[src/rtl/tone_pkg.sv]
// Shared definitions for the buzzer tone path: note codes, table entry layout
// and the duration prescaler divisor.
package tone_pkg;

    localparam int unsigned NOTE_W_DEF    = 4;
    localparam int unsigned DUR_W_DEF     = 8;
    localparam int unsigned REST_CODE_DEF = 8;

    localparam logic [NOTE_W_DEF-1:0] NOTE_C4   = 4'd0;
    localparam logic [NOTE_W_DEF-1:0] NOTE_D4   = 4'd1;
    localparam logic [NOTE_W_DEF-1:0] NOTE_E4   = 4'd2;
    localparam logic [NOTE_W_DEF-1:0] NOTE_F4   = 4'd3;
    localparam logic [NOTE_W_DEF-1:0] NOTE_G4   = 4'd4;
    localparam logic [NOTE_W_DEF-1:0] NOTE_A4   = 4'd5;
    localparam logic [NOTE_W_DEF-1:0] NOTE_B4   = 4'd6;
    localparam logic [NOTE_W_DEF-1:0] NOTE_REST = 4'd8;

    typedef struct packed {
        logic [NOTE_W_DEF-1:0] note;
        logic [DUR_W_DEF-1:0]  dur;
    } tone_entry_t;

    // Clock cycles per duration tick
    function automatic int unsigned calc_div(input int unsigned clk_hz, input int unsigned tick_hz);
        return clk_hz / tick_hz;
    endfunction

endpackage

[src/rtl/tone_sequencer_if.sv]
// Control, table-write and note-output bundle between a host and tone_sequencer.
interface tone_sequencer_if #(
    parameter int unsigned DEPTH  = 64,
    parameter int unsigned NOTE_W = 4,
    parameter int unsigned DUR_W  = 8
);
    localparam int unsigned AW = $clog2(DEPTH);

    logic              start;
    logic              stop;
    logic              loop_en;
    logic [AW:0]       len;
    logic              wr_en;
    logic [AW-1:0]     wr_addr;
    logic [NOTE_W-1:0] wr_note;
    logic [DUR_W-1:0]  wr_dur;
    logic [NOTE_W-1:0] note;
    logic [AW-1:0]     step;
    logic              busy;
    logic              done;

    modport master (
        output start, stop, loop_en, len, wr_en, wr_addr, wr_note, wr_dur,
        input  note, step, busy, done
    );

    modport slave (
        input  start, stop, loop_en, len, wr_en, wr_addr, wr_note, wr_dur,
        output note, step, busy, done
    );

endinterface

[src/rtl/tone_tick_gen.sv]
// Duration prescaler: counts 0..DIV-1 and flags the final count as a tick.
module tone_tick_gen #(
    parameter int unsigned DIV = 10
) (
    input  logic clk,
    input  logic rst_n,
    input  logic clr,
    output logic tick
);
    localparam int unsigned CW = (DIV > 1) ? $clog2(DIV) : 1;

    logic [CW-1:0] cnt_q;

    assign tick = (cnt_q == CW'(DIV - 1));

    always_ff @(posedge clk or negedge rst_n) begin
        if (!rst_n) begin
            cnt_q <= '0;
        end else if (clr || tick) begin
            cnt_q <= '0;
        end else begin
            cnt_q <= cnt_q + CW'(1);
        end
    end

endmodule

[src/rtl/tone_sequencer.sv]
// Runtime-loadable note-sequence player: steps a (note, duration) table on a
// prescaled tick, with start/stop, one-shot or loop mode and a done pulse.
module tone_sequencer
    import tone_pkg::*;
#(
    parameter int unsigned CLK_HZ    = 4000000,
    parameter int unsigned TICK_HZ   = 100,
    parameter int unsigned DEPTH     = 64,
    parameter int unsigned NOTE_W    = NOTE_W_DEF,
    parameter int unsigned DUR_W     = DUR_W_DEF,
    parameter int unsigned REST_CODE = REST_CODE_DEF
) (
    input  logic             clk,
    input  logic             rst_n,
    tone_sequencer_if.slave  bus
);
    localparam int unsigned DIV = calc_div(CLK_HZ, TICK_HZ);
    localparam int unsigned AW  = $clog2(DEPTH);
    localparam logic [NOTE_W-1:0] REST = NOTE_W'(REST_CODE);

    if ((TICK_HZ == 0) || (CLK_HZ % TICK_HZ != 0) || (DIV < 2)) begin : g_bad_div
        $error("tone_sequencer: CLK_HZ/TICK_HZ must be an integer >= 2");
    end
    if ((DEPTH < 2) || ((DEPTH & (DEPTH - 1)) != 0)) begin : g_bad_depth
        $error("tone_sequencer: DEPTH must be a power of two >= 2");
    end

    typedef enum logic {IDLE, PLAY} state_t;

    state_t            state_q;
    logic [NOTE_W-1:0] note_q;
    logic [AW-1:0]     step_q;
    logic              busy_q;
    logic              done_q;
    logic [DUR_W-1:0]  rem_q;
    logic [AW:0]       len_q;

    logic [NOTE_W-1:0] tbl_note [DEPTH];
    logic [DUR_W-1:0]  tbl_dur  [DEPTH];

    logic              tick;
    logic              start_ok_c;
    logic              more_c;
    logic [AW-1:0]     nxt_idx_c;
    logic [NOTE_W-1:0] ld_note_c;
    logic [DUR_W-1:0]  ld_dur_c;
    logic              clr_c;

    // Table storage; the read side is combinational so a same-edge write is not seen by a load
    always_ff @(posedge clk) begin
        if (bus.wr_en) begin
            tbl_note[bus.wr_addr] <= bus.wr_note;
            tbl_dur[bus.wr_addr]  <= bus.wr_dur;
        end
    end

    always_comb begin
        start_ok_c = bus.start && (bus.len != '0);
        more_c     = (({1'b0, step_q} + (AW+1)'(1)) < len_q);
        nxt_idx_c  = '0;
        if ((state_q == PLAY) && !start_ok_c && more_c) begin
            nxt_idx_c = step_q + AW'(1);
        end
        ld_note_c = tbl_note[nxt_idx_c];
        ld_dur_c  = (tbl_dur[nxt_idx_c] == '0) ? DUR_W'(1) : tbl_dur[nxt_idx_c];
        clr_c     = (state_q == IDLE) || bus.stop || start_ok_c;
    end

    tone_tick_gen #(.DIV(DIV)) u_tick (
        .clk   (clk),
        .rst_n (rst_n),
        .clr   (clr_c),
        .tick  (tick)
    );

    always_ff @(posedge clk or negedge rst_n) begin
        if (!rst_n) begin
            state_q <= IDLE;
            note_q  <= REST;
            step_q  <= '0;
            busy_q  <= 1'b0;
            done_q  <= 1'b0;
            rem_q   <= '0;
            len_q   <= '0;
        end else begin
            done_q <= 1'b0;
            case (state_q)
                IDLE: begin
                    if (start_ok_c) begin
                        state_q <= PLAY;
                        busy_q  <= 1'b1;
                        step_q  <= '0;
                        note_q  <= ld_note_c;
                        rem_q   <= ld_dur_c;
                        len_q   <= bus.len;
                    end
                end
                PLAY: begin
                    if (bus.stop) begin
                        state_q <= IDLE;
                        busy_q  <= 1'b0;
                        note_q  <= REST;
                        step_q  <= '0;
                    end else if (start_ok_c) begin
                        step_q <= '0;
                        note_q <= ld_note_c;
                        rem_q  <= ld_dur_c;
                        len_q  <= bus.len;
                    end else if (tick) begin
                        if (rem_q > DUR_W'(1)) begin
                            rem_q <= rem_q - DUR_W'(1);
                        end else if (more_c || bus.loop_en) begin
                            step_q <= nxt_idx_c;
                            note_q <= ld_note_c;
                            rem_q  <= ld_dur_c;
                        end else begin
                            state_q <= IDLE;
                            busy_q  <= 1'b0;
                            note_q  <= REST;
                            step_q  <= '0;
                            done_q  <= 1'b1;
                        end
                    end
                end
                default: state_q <= IDLE;
            endcase
        end
    end

    assign bus.note = note_q;
    assign bus.step = step_q;
    assign bus.busy = busy_q;
    assign bus.done = done_q;

endmodule
[src/flat_wrapper.sv]
// flat-port wrapper written by rule: the top's interface ports become plain ports
module tone_sequencer_flat import tone_pkg::*;
#(
    parameter int unsigned CLK_HZ    = 4000000,
    parameter int unsigned TICK_HZ   = 100,
    parameter int unsigned DEPTH     = 64,
    parameter int unsigned NOTE_W    = NOTE_W_DEF,
    parameter int unsigned DUR_W     = DUR_W_DEF,
    parameter int unsigned REST_CODE = REST_CODE_DEF
)
  (clk, rst_n, bus_start, bus_stop, bus_loop_en, bus_len, bus_wr_en, bus_wr_addr, bus_wr_note, bus_wr_dur, bus_note, bus_step, bus_busy, bus_done);
  tone_sequencer_if #(.DEPTH(DEPTH), .NOTE_W(NOTE_W), .DUR_W(DUR_W)) bus_i ();
  input  logic clk;
  input  logic rst_n;
  input wire logic [$bits(bus_i.start)-1:0] bus_start;
  input wire logic [$bits(bus_i.stop)-1:0] bus_stop;
  input wire logic [$bits(bus_i.loop_en)-1:0] bus_loop_en;
  input wire logic [$bits(bus_i.len)-1:0] bus_len;
  input wire logic [$bits(bus_i.wr_en)-1:0] bus_wr_en;
  input wire logic [$bits(bus_i.wr_addr)-1:0] bus_wr_addr;
  input wire logic [$bits(bus_i.wr_note)-1:0] bus_wr_note;
  input wire logic [$bits(bus_i.wr_dur)-1:0] bus_wr_dur;
  output wire logic [$bits(bus_i.note)-1:0] bus_note;
  output wire logic [$bits(bus_i.step)-1:0] bus_step;
  output wire logic [$bits(bus_i.busy)-1:0] bus_busy;
  output wire logic [$bits(bus_i.done)-1:0] bus_done;
  assign bus_i.start = bus_start;
  assign bus_i.stop = bus_stop;
  assign bus_i.loop_en = bus_loop_en;
  assign bus_i.len = bus_len;
  assign bus_i.wr_en = bus_wr_en;
  assign bus_i.wr_addr = bus_wr_addr;
  assign bus_i.wr_note = bus_wr_note;
  assign bus_i.wr_dur = bus_wr_dur;
  assign bus_note = bus_i.note;
  assign bus_step = bus_i.step;
  assign bus_busy = bus_i.busy;
  assign bus_done = bus_i.done;
  tone_sequencer #(.CLK_HZ(CLK_HZ), .TICK_HZ(TICK_HZ), .DEPTH(DEPTH), .NOTE_W(NOTE_W), .DUR_W(DUR_W), .REST_CODE(REST_CODE)) u_core (.clk(clk), .rst_n(rst_n), .bus(bus_i));
endmodule
[config.mk]
export PLATFORM = sky130hd
export DESIGN_NAME = tone_sequencer_flat
export DESIGN_NICKNAME = d
export VERILOG_FILES = /design/src/rtl/tone_pkg.sv /design/src/rtl/tone_sequencer_if.sv /design/src/rtl/tone_tick_gen.sv /design/src/rtl/tone_sequencer.sv /design/src/flat_wrapper.sv
export SDC_FILE = /design/constraint.sdc
export NUM_CORES = 1
export LEC_CHECK = 0
export CAP_MARGIN = 10
export CORE_ASPECT_RATIO = 1.4
export CORE_MARGIN = 10
export CORE_UTILIZATION = 43
export DETAILED_ROUTE_END_ITERATION = 8
export PLACE_DENSITY = 0.58
export SETUP_SLACK_MARGIN = 0.05
export SLEW_MARGIN = 5
export SYNTH_ARGS = -nofsm -noshare
export SYNTH_HDL_FRONTEND = slang
export SYNTH_HIERARCHICAL = 1
export SYNTH_SLANG_ARGS = --single-unit
[constraint.sdc]
create_clock -name clk -period 10 [get_ports clk]
set_input_delay 2 -clock clk [delete_from_list [all_inputs] [get_ports clk]]
set_output_delay 2 -clock clk [all_outputs]
set_load 0.05 [all_outputs]
* After elaboration in Yosys (flattened, before gate mapping)
Memory sizes are Yosys's and may differ from the RTL's.
Cells that the tools add are included.
** Word-level totals
- Register bits after elaboration :: 44
- Memory bits (writable) :: 768
- Bits of input ports :: 31
- Output and inout bits :: 12
- Word-level logic and storage cells :: 90
- Memories kept :: 2
** Operators by class
- Add/subtract/negate cells :: 4
- Order comparisons :: 2
- Equality and inequality tests :: 11
- Mux-type cells :: 49
- Bitwise operators :: 1
- Reduce and logical (&&, ||, !) cells :: 13
** Memory list
- u_core.tbl_dur :: words 64, bits a word 8, rd ports 1, clocked after memory_dff 0, wr ports 1, RTL line tone_sequencer.sv:39 : logic [DUR_W-1:0] tbl_dur [DEPTH];
- u_core.tbl_note :: words 64, bits a word 4, rd ports 1, clocked after memory_dff 0, wr ports 1, RTL line tone_sequencer.sv:38 : logic [NOTE_W-1:0] tbl_note [DEPTH];
** Operators with widths (count)
- two-way mux 8 bit :: 7
- two-way mux 6 bit :: 7
- two-way mux 4 bit :: 6
- two-way mux 1 bit :: 20
- adder 16 x 1 -> 16 bit, second input constant :: 1
- == test 16 bit, second input constant :: 1
- two-way mux 16 bit :: 1
- one-hot mux 8 bit (2 select lines) :: 1
- != test 3 bit, second input constant :: 5
- two-way mux 7 bit :: 2
- one-hot mux 7 bit (2 select lines) :: 1
- != test 4 bit, second input constant :: 3
- one-hot mux 6 bit (2 select lines) :: 1
- > comparator 8 x 1 -> 1 bit, second input constant :: 1
- zero test 8 bit :: 1
- one-hot mux 4 bit (2 select lines) :: 1
- subtractor 8 x 1 -> 8 bit, second input constant :: 1
- adder 6 x 1 -> 7 bit, second input constant :: 1
- less-than comparator 7 bit :: 1
- nonzero test 7 bit :: 1
- adder 6 x 1 -> 6 bit, second input constant :: 1
- AND reduction 5 bit :: 1
- logical OR 1 bit :: 4
- one-hot mux 1 bit (2 select lines) :: 2
- 7 further kinds :: 9

* Depth between registers and ports, before layout
Gate-level depths: netlist (run 1).
An unclocked memory read counts as a cell.
- Depth in word-level cells :: 15
- Depth in mapped cells :: 19
- Mapped depth without buffers :: 15

* By module
The synthesis (run 1) kept the hierarchy.
** Modules (own cells, without submodules)
- tone_sequencer :: times used 1, cells an instance 2191, area an instance 32304.7 sq um, sequential area each 23764.0 sq um
- tone_tick_gen :: times used 1, cells an instance 77, area an instance 804.5 sq um, sequential area each 400.4 sq um

* Least setup slack after synthesis (run 1)
No wires, ideal clock.
- Kind :: register to register
- Start :: register u_core.step_q[0] (netlist: u_core/bus.step[0])
- End :: register u_core.rem_q[3]
- Setup time :: 0.121 ns
- Data arrival time :: 4.417 ns
- Data required time :: 9.879 ns
- Slack :: 5.462 ns
- Stages on the path, launching flop included :: 18
- Path buffers :: 3
- Clock period less this slack :: 4.538 ns
- Path through :: dfrtp_1 -> buf_2 -> nand3_1 -> xor2_1 -> clkinv_1 -> clkbuf_1 -> clkbuf_1 -> ha_1 -> a21oi_1 -> o21ai_1 -> a2111oi_4 -> nand2_2 -> o211a_1 -> a2111oi_2 -> a311oi_1 -> nor4_2 -> o22ai_1 -> a22o_1
** On the way
- Word-level cells in the longest chain between the ends :: 13
- Elaborated cells on any way between the ends :: 18
- Those cells by class :: 2 x add/sub; 1 x order compare; 1 x eq/ne; 9 x mux; 4 x reduce/logical; 1 x memory
** Ends and longest elaborated chain
- from (decl) :: RTL line tone_sequencer.sv:32 : logic [AW-1:0] step_q;
- from (signal assigned) :: RTL line tone_sequencer.sv:113 : step_q <= nxt_idx_c;
- adder 6 x 1 -> 7 bit :: RTL line tone_sequencer.sv:59 : more_c = (({1'b0, step_q} + (AW+1)'(1)) < len_q);
- less-than comparator 7 bit :: RTL line tone_sequencer.sv:59
- logical AND 1 bit :: RTL line tone_sequencer.sv:61 : if ((state_q == PLAY) && !start_ok_c && more_c) begin
- two-way mux 6 bit :: RTL line tone_sequencer.sv:61
- memory read (64 x 8 bit)
- zero test 8 bit :: RTL line tone_sequencer.sv:65 : ld_dur_c = (tbl_dur[nxt_idx_c] == '0) ? DUR_W'(1) : tbl_dur[nxt_idx_c];
- two-way mux 8 bit :: RTL line tone_sequencer.sv:65
- two-way mux 8 bit :: RTL line tone_sequencer.sv:112 : end else if (more_c || bus.loop_en) begin
- two-way mux 8 bit :: RTL line tone_sequencer.sv:110 : if (rem_q > DUR_W'(1)) begin
- two-way mux 8 bit :: RTL line tone_sequencer.sv:109 : end else if (tick) begin
- two-way mux 8 bit :: RTL line tone_sequencer.sv:104 : end else if (start_ok_c) begin
- two-way mux 8 bit :: RTL line tone_sequencer.sv:99 : if (bus.stop) begin
- one-hot mux 8 bit (2 select lines) :: RTL line tone_sequencer.sv:87 : case (state_q)
- to (signal assigned) :: RTL line tone_sequencer.sv:107 : rem_q <= ld_dur_c;
- to (signal assigned) :: RTL line tone_sequencer.sv:111 : rem_q <= rem_q - DUR_W'(1);
- to (signal assigned) :: RTL line tone_sequencer.sv:115 : rem_q <= ld_dur_c;
- to (decl) :: RTL line tone_sequencer.sv:35 : logic [DUR_W-1:0] rem_q;
Parallel ways exist; a longest one is shown, timed or not. The select of a mux whose other input is x is not followed.
A chain may end at the register's enable or synchronous reset.

* Worst setup path after layout (run 1)
- Start :: register u_core.step_q[0] (netlist: u_core/bus.step[0])
- End :: register u_core.rem_q[4]
Same word-level chain as after synthesis.

==> impl.org, run 1 <==
** Status
- Run status :: finished clean

** Place
- HPWL after DPL :: 62.1 mm
- Routability-driven placement finished with a final weighted congestion of 0.950.
- Worst slack at placement :: 3390 ps
- Total of buffers placed on input and output ports :: 42
- Cells after DPL :: 3,232
- The placed instances occupy a cell area of 34,900 um2.

** Synth
- Top cell type by total area after synthesis :: sky130_fd_sc_hd__edfxtp_1
- Synthesized flop and latch total :: 812
- Cell with the most instances after synthesis :: sky130_fd_sc_hd__edfxtp_1
- Counting instances in the post-synthesis netlist gives the leading cell types as sky130_fd_sc_hd__edfxtp_1, sky130_fd_sc_hd__nand2_1, sky130_fd_sc_hd__o21ai_0.
- Syn avg cell area :: 14.6 um2
- Top area cells in the synthesized netlist :: sky130_fd_sc_hd__edfxtp_1, sky130_fd_sc_hd__dfrtp_1, sky130_fd_sc_hd__nand2_1, sky130_fd_sc_hd__mux2i_1, sky130_fd_sc_hd__o21ai_0
- Yosys cell types :: 85
- Most used flip-flop cell after synthesis :: sky130_fd_sc_hd__edfxtp_1
- Yosys mapped a number of flops with a built-in enable equal to 768.
- Synthesis handed over a netlist of 2,268 instances.
- Cell area after technology mapping :: 33,100 um2
- The number of nets in the synthesized netlist is 2,309.
- The top cell type by area accounts for 69.7% of the synthesized area.
- Yosys Warn Count :: 6
- Sequential elements use 73.0% of the synthesized area.
- Counting flops with an async set or reset pin after synthesis yields a share of 5.42%.

** Die
- Area of the core region :: 76,400 um2
- Effective utilization at floorplan :: 43.3%
- The floorplan has 120 rows.
- Measured along the y axis, the die boundary spans 348 um.
- I/O pin cnt :: 43
- Die width :: 255 um
- The die covers 88,700 um2.

** Clock tree
- Clock Tree Buf Depth :: 3
- Buffers added to address setup during post-CTS repair amount to 0.
- Resized Gates After CTS :: 0
- Maximum level of the CTS H-tree :: 3
- TritonCTS clock tree :: yes
- Clock-pin slew was measured on the worst setup and hold paths at 70 ps.
- Count of clock tree sinks :: 812
- Root buffer selected by CTS :: sky130_fd_sc_hd__clkbuf_16
- The clock reaches the later pin of the worst-skew pair after 650 ps.
- CTS Hold Buffers Added :: 0
- Number of clock buffers inserted by TritonCTS :: 80

** Routing
- The routed layout has 21.1k vias.
- Using the TritonRoute via totals, the vias-per-cell ratio works out to 6.25.
- The first TritonRoute pass finished after 6 iterations.
- For this run, design rule violations remaining after detail routing come to 0.
- Drt first-iter violations :: 2,362
- The count of nets left with antenna violations once routing finished came out at 0.
- Post-Route WL :: 102 mm
- Wire length per cell after detailed routing :: 30.2 um

** Finish
- Non-Filler Cell Area, Final :: 37,600 um2
- Counting the fill cells in the layout gives 6,402.
- P&R area growth vs syn :: 13.4%
- Fin cells :: 3,382
- The number of antenna diodes in the final layout is 0.
- The post-route netlist has 12.4% of its cells at a drive strength greater than 1.
- Fin nets :: 2,383
- Measured on the finished design, the core utilization comes to 49.1%.

** Timing
- Hold violation total from the final report :: 0
- Aggregate negative setup slack :: 0 ps
- Post-route clock period utilization :: 68.1%
- Setup violations remaining at the end of the flow were counted as 0.
- The number of pins exceeding their max-slew limit in the final report is 0.
- Measured slew at the worst slew-check pin :: 1300 ps
- Hold timing on the final database bottoms out at a slack of 484 ps.
- FMAX :: 147 MHz
- Setup repair after global routing left no endpoint under its margin.
- Between clock sinks in the finished design, the worst skew comes to 29.7 ps.
- After layout, the minimum clock period comes to 6810 ps.
- In the post-route analysis, the smallest setup slack over all paths is 3190 ps.
- Slew HR :: 12.9%

** Pwr
- Maximum resistive drop on vdd :: 0.106 mV
- Power comes to 7.35 mW.
- PD cells :: 196 nW/um2
- Summed over all cells, the static leakage comes to 11.9 nW.

** Critical path
- Among the stages of the critical path, the cell type that occurs most often is sky130_fd_sc_hd__buf_4.
- Crit-path max cell delay :: 760 ps
- Reg2Reg Setup Slack :: 3190 ps
- For this design, the slowest cell found on the critical path is sky130_fd_sc_hd__buf_4.
- Max FO, Critical Path :: 70
- Ordered cell list for the critical path :: buf_4 > ha_4 > nand3_1 > xor2_1 > inv_1 > ha_1 > a21oi_1 > o21a_1 > o211ai_4 > buf_4 > nor2_4 > buf_4 > o311ai_0 > o211ai_1 > nor4bb_1 > a31oi_1 > o21ai_0 > a22o_1
- Arrival time of the worst setup path :: 7400 ps
- Critical path capture point type :: register
- Worst Path Required :: 10,590 ps
- Critical Setup Path Class :: reg -> reg
- STA classifies the critical path startpoint as a register.

** GRT
- For this run the aggregate overflow at the end of global routing stands at 0.
- The number of global-route vias before repair came to 20.9k.
- In the global route stage, overall resource usage came out at 22.8%.
- First-pass GRT wire length :: 146 mm
- Entering global routing, the biggest net connects 112 pins.
- The number of antenna violations at the first check in global routing came to 0.

** Min path
- The tightest min-delay check is of the reg -> reg type.

** Run
- The tool flagged a number of max-cap violations equal to 0.
## final cells by class
type / count / area (um2) / area share [%]
Clock inverter: 40 / 394 / 1.05
Inverter: 26 / 98.8 / 0.263
Multi-Input combinational cell: 1285 / 8410 / 22.4
Clock buffer: 106 / 2180 / 5.82
Tap cell: 976 / 1220 / 3.25
Timing Repair Buffer: 137 / 1080 / 2.89
Sequential cell: 812 / 24200 / 64.3
## final timing paths
kind | startpoint | cells after the start | endpoint
max | u_core/bus.step[0] | 18 | u_core/rem_q[4]
min | u_core/u_tick/cnt_q[0] | 1 | u_core/u_tick/cnt_q[0]
max reg2reg | u_core/bus.step[0] | 18 | u_core/rem_q[4]
min reg2reg | u_core/u_tick/cnt_q[0] | 1 | u_core/u_tick/cnt_q[0]
max in group asynchronous | rst_n | 2 | u_core/bus.step[0]
min in group asynchronous | rst_n | 2 | u_core/u_tick/cnt_q[11]
## registers in the layout, indices dropped and copies added, names as in the netlist
signal               count
u_core/bus.done          1
u_core/len_q             7
u_core/rem_q             8
u_core/tbl_note        256
u_core/bus.step          6
u_core/tbl_dur         512
u_core/bus.note          4
u_core/state_q           1
u_core/bus.busy          1
u_core/u_tick/cnt_q     16
## report_power, final
part           internal (mW)  total (mW)  switching [mW]
registers               3.76        3.79          0.0274
logic                  0.157       0.560           0.403
clock network           1.72        3.00            1.28
## cell usage in the layout (no fill, tap or decap), drive strengths merged, types with 30 or more instances in the layout
| cell type | netlist | routed |
|---|---|---|
| nor3 | 50 | 50 |
| a221oi | 60 | 60 |
| a21oi | 72 | 72 |
| clkinv | 3 | 30 |
| nor2 | 124 | 124 |
| edfxtp | 768 | 768 |
| nand2 | 225 | 225 |
| buf | 55 | 108 |
| nand3 | 103 | 103 |
| dfrtp | 43 | 43 |
| clkbuf | 90 | 106 |
| o22ai | 33 | 33 |
| o21ai | 145 | 145 |
| mux2i | 82 | 82 |
## critical path, delay by kind of cell, from the launching register on
kind | cells | cell delay [ps]
compound gates | 8 | 2130
xor+xnor | 1 | 570
fa+ha+maj | 2 | 630
buf+inv | 4 | 2030
flops | 1 | 580
simple gates | 3 | 710
## routing by layer
layer	vias to the layer above	part of all wire (%)	global-route usage, %	routed length (um)
li1	9088	-	-	-
met1	10798	37	27.5	38000
met2	1011	49	37.6	50200
met3	229	7.0	3.35	7170
met4	0	6.5	14.7	6650
met5	-	0	0	0
## cells by family (layout without fill, tap and decap cells)
family                     after synthesis  after routing  share of synthesized area [%]
DFF                                    812            812                           73.0
and+or+nand+nor                        608            608                           8.51
AOI/OAI and AO/OA                      526            526                           11.0
buffers and inverters                  171            309                           2.10
muxes                                  126            126                           4.63
xor gates and xnor gates                15             15                          0.397
adders and majority gates               10             10                          0.378
Power figures use the tool's default switching activity.
==> run 2, diff against run 1 <==
--- a/config.mk
+++ b/config.mk
@@ -10,7 +10,7 @@
 export CORE_MARGIN = 10
 export CORE_UTILIZATION = 43
 export DETAILED_ROUTE_END_ITERATION = 8
-export PLACE_DENSITY = 0.58
+export PLACE_DENSITY = 0.6
 export SETUP_SLACK_MARGIN = 0.05
 export SLEW_MARGIN = 5
 export SYNTH_ARGS = -nofsm -noshare
==> constraint.sdc (replaced) <==
create_clock -name clk -period 5.77 [get_ports clk]
set_input_delay 1.154 -clock clk [delete_from_list [all_inputs] [get_ports clk]]
set_output_delay 1.154 -clock clk [all_outputs]
set_load 0.05 [all_outputs]
==> impl.org, run 2 (same netlist as run 1, synthesis figures left out) <==
** Die
- Die outline height :: 348 um (unchanged)
- The floorplan core area came to 76,400 um2 (unchanged).
- The effective utilization at floorplan came to 43.3% (unchanged).
- # rows :: 120 (unchanged)
- Area of the die :: 88,700 um2 (unchanged)
- Die width :: 255 um (unchanged)
- I/O pin cnt :: 43 (unchanged)

** Critical path
- CP Capture Point :: u_core/rem_q[4]
- Arrival time of the worst setup path :: 5620 ps (-1780 ps)
- Critical path capture point type :: register
- Worst reg2reg startpoint :: u_core/bus.step[3]
- Reg2reg end :: u_core/rem_q[4]
- Max FO, Critical Path :: 29 (-59%)
- Tracing the worst setup path back leads to its startpoint at u_core/bus.step[3].
- Startpoint kind of the worst setup timing path :: register
- Worst Path Required :: 6350 ps (-4240 ps)
- By startpoint and endpoint, the worst setup path is classified as reg -> reg.
- Reg2Reg Setup Slack :: 730 ps (-2450 ps)
- Cell count of the worst reg-to-reg path :: 15 (-3)

** Clock tree
- The tree is rooted in a sky130_fd_sc_hd__clkbuf_16.
- The clock insertion delay at the later pin of the skew report is 650 ps (about the same).
- TritonCTS built the clock tree.
- The clock-pin slew on the worst setup and hold paths came to 70 ps (about the same).
- Maximum level of the CTS H-tree :: 3 (unchanged)
- CTS Hold Buffers Added :: 0 (unchanged)
- Clock Tree Buf Depth :: 3 (unchanged)
- The post-CTS setup-driven buffer insertion count is 0 (unchanged).
- Number of clock buffers inserted by TritonCTS :: 76 (-5.0%)
- Resized Gates After CTS :: 0 (unchanged)
- The clock sink total is 812 (unchanged).

** Finish
- Top flop regs :: u_core/tbl_dur (512), u_core/tbl_note (256), u_core/u_tick/cnt_q (16)
- Multi-input logic area :: 8400 um2 (about the same)
- The layout cell share with drive strength beyond 1 was 13.3% (+0.88 points).
- Largest register FFs :: 512 (unchanged)
- Most flops, register :: u_core/tbl_dur
- The final antenna diode count is 0 (unchanged).
- The sequential cell area is 24,200 um2 (unchanged).
- Fin nets :: 2,415 (+1.3%)
- Most frequent standard cell in the layout excluding fill and tap cells :: sky130_fd_sc_hd__edfxtp_1
- Most used cells in the layout excluding fill and tap cells :: sky130_fd_sc_hd__edfxtp_1, sky130_fd_sc_hd__nand2_1, sky130_fd_sc_hd__o21ai_0
- Filler instances :: 6,410 (+0.12%)
- End-of-flow core utilization :: 49.4% (+0.21 points)
- P&R area growth vs syn :: 13.9%

** Timing
- The setup TNS is 0 ps (unchanged).
- The final worst-path cycle share is 87.3% (+19 points).
- The worst max-slew margin expressed relative to the limit is 17.5% (+4.6 points).
- Min Clock Period, post-route :: 5040 ps (-1780 ps)
- The maximum clock frequency is 199 MHz (+35%).
- RSZ-0062 raised after global routing :: false
- The largest clock skew in the final design was 32.4 ps (+2.77 ps).
- The number of pins exceeding their max-slew limit in the final report was 0 (unchanged).
- The transition at the pin with the smallest max-transition slack was 1230 ps (-68.5 ps).
- The number of failing hold endpoints at the final stage came to 0 (unchanged).
- # setup viols final :: 0 (unchanged)

** GRT
- The largest net degree at the start of global routing was 71 (-37%).
- First-pass GRT wire length :: 148 mm (+1.4%)
- The number of global-route vias before repair is 21.2k (+1.5%).
- The total congestion overflow was 0 (unchanged).
- The number of antenna violations at the first check in global routing came to 1 (+1).
- The global-route usage over all layers came to 22.9% (+0.17 points).

** Routing
- Total via count after detailed routing :: 21.4k (+1.1%)
- The total wire length after detailed routing came to 102 mm (+0.17%).
- Residual DRC :: 0 (unchanged)
- Count of TritonRoute iterations in the first routing pass :: 6 (unchanged)
- Vias per inst :: 6.26 (+0.24%)
- The residual antenna-violating net count after detailed routing is 0 (unchanged).
- Wire length per cell after detailed routing :: 30.0 um (-0.65%)
- The violation count after the first detailed-route iteration was 2,527 (+7.0%).

** Place
- The weighted congestion at the end of routability-driven global placement is 1.01 (+6.0%).
- Total of buffers placed on input and output ports :: 42 (unchanged)
- HPWL after DPL :: 64.1 mm (+3.3%)

** Min path
- Class of the tightest hold or removal check :: reg -> reg

** Pwr
- PD cells :: 332 nW/um2 (+70%)
- The total power consumption of the routed design was 12.5 mW (+71%).
- Maximum resistive drop on vdd :: 0.201 mV (+90%)
- Leakage power total :: 12.0 nW (+0.93%)

** Status
- Run status :: finished clean

** Run
- The max-capacitance violation count came to 0 (unchanged).
[run 2: worst min path at each step]
stage | start | end | cells after the start
after floorplan | u_core/u_tick/cnt_q[0] | u_core/u_tick/cnt_q[0] | 1
after global placement | u_core/u_tick/cnt_q[0] | u_core/u_tick/cnt_q[0] | 1
after detailed placement | u_core/u_tick/cnt_q[0] | u_core/u_tick/cnt_q[0] | 1
after CTS | u_core/u_tick/cnt_q[0] | u_core/u_tick/cnt_q[0] | 1
after global routing | u_core/u_tick/cnt_q[0] | u_core/u_tick/cnt_q[0] | 1
final | u_core/u_tick/cnt_q[0] | u_core/u_tick/cnt_q[0] | 1
[run 2: layout make-up]
type,instances,area share [%]
Clock inverter,40,0.979
Clock buffer,98,5.45
Sequential cell,812,64.1
Inverter,26,0.262
Multi-Input combinational cell,1285,22.3
Timing Repair Buffer,173,3.71
Tap cell,976,3.24
[run 2: critical path: stages (launching register included)]
cell and delay [ps]:
sky130_fd_sc_hd__dfrtp_1 560, sky130_fd_sc_hd__nand3_1 180, sky130_fd_sc_hd__o21a_1 200, sky130_fd_sc_hd__nor2_1 310, sky130_fd_sc_hd__inv_1 190, sky130_fd_sc_hd__ha_1 340
sky130_fd_sc_hd__nand4_1 390, sky130_fd_sc_hd__o2111ai_4 870, sky130_fd_sc_hd__buf_4 500, sky130_fd_sc_hd__o22ai_1 190, sky130_fd_sc_hd__o2bb2ai_1 170, sky130_fd_sc_hd__a221oi_1 120
sky130_fd_sc_hd__nor4bb_1 490, sky130_fd_sc_hd__a31oi_1 130, sky130_fd_sc_hd__o21ai_0 180, sky130_fd_sc_hd__a22o_1 150
[run 2: power by group]
group	switching [mW]	leakage [nW]	internal, mW
Combinational	0.707	3.34	0.289
Clock	2.17	1.18	2.80
Sequential	0.0467	7.48	6.52
[run 2: metal layers]
metal | routed length [um] | vias to the layer above | global-route usage (%) | part of all wire (%)
li1 | - | 9157 | - | -
met1 | 38300 | 10867 | 27.9 | 37
met2 | 50400 | 1093 | 38.1 | 49
met3 | 6690 | 234 | 3.09 | 6.5
met4 | 6790 | 0 | 14.4 | 6.6
met5 | 0 | - | 0 | 0
[run 2: through the flow]
step                      hold WS [ps]  area (um2)  instances  worst slack (ps)
after floorplan                    444       33100       2268              1230
after global routing               509       37700       3410               440
final                              481       37700       3410               733
after CTS                          483       37700       3404               856
after detailed placement           476       35200       3266               734
after global placement             462       35200       3264               710
==> run 3, diff against run 2 <==
--- a/config.mk
+++ b/config.mk
@@ -9,6 +9,7 @@
 export CORE_ASPECT_RATIO = 1.4
 export CORE_MARGIN = 10
 export CORE_UTILIZATION = 43
+export CTS_CLUSTER_DIAMETER = 100
 export DETAILED_ROUTE_END_ITERATION = 8
 export PLACE_DENSITY = 0.6
 export SETUP_SLACK_MARGIN = 0.05
==> results of run 3 <==
The final DEF is identical to that of run 2; final timing and power are the same.
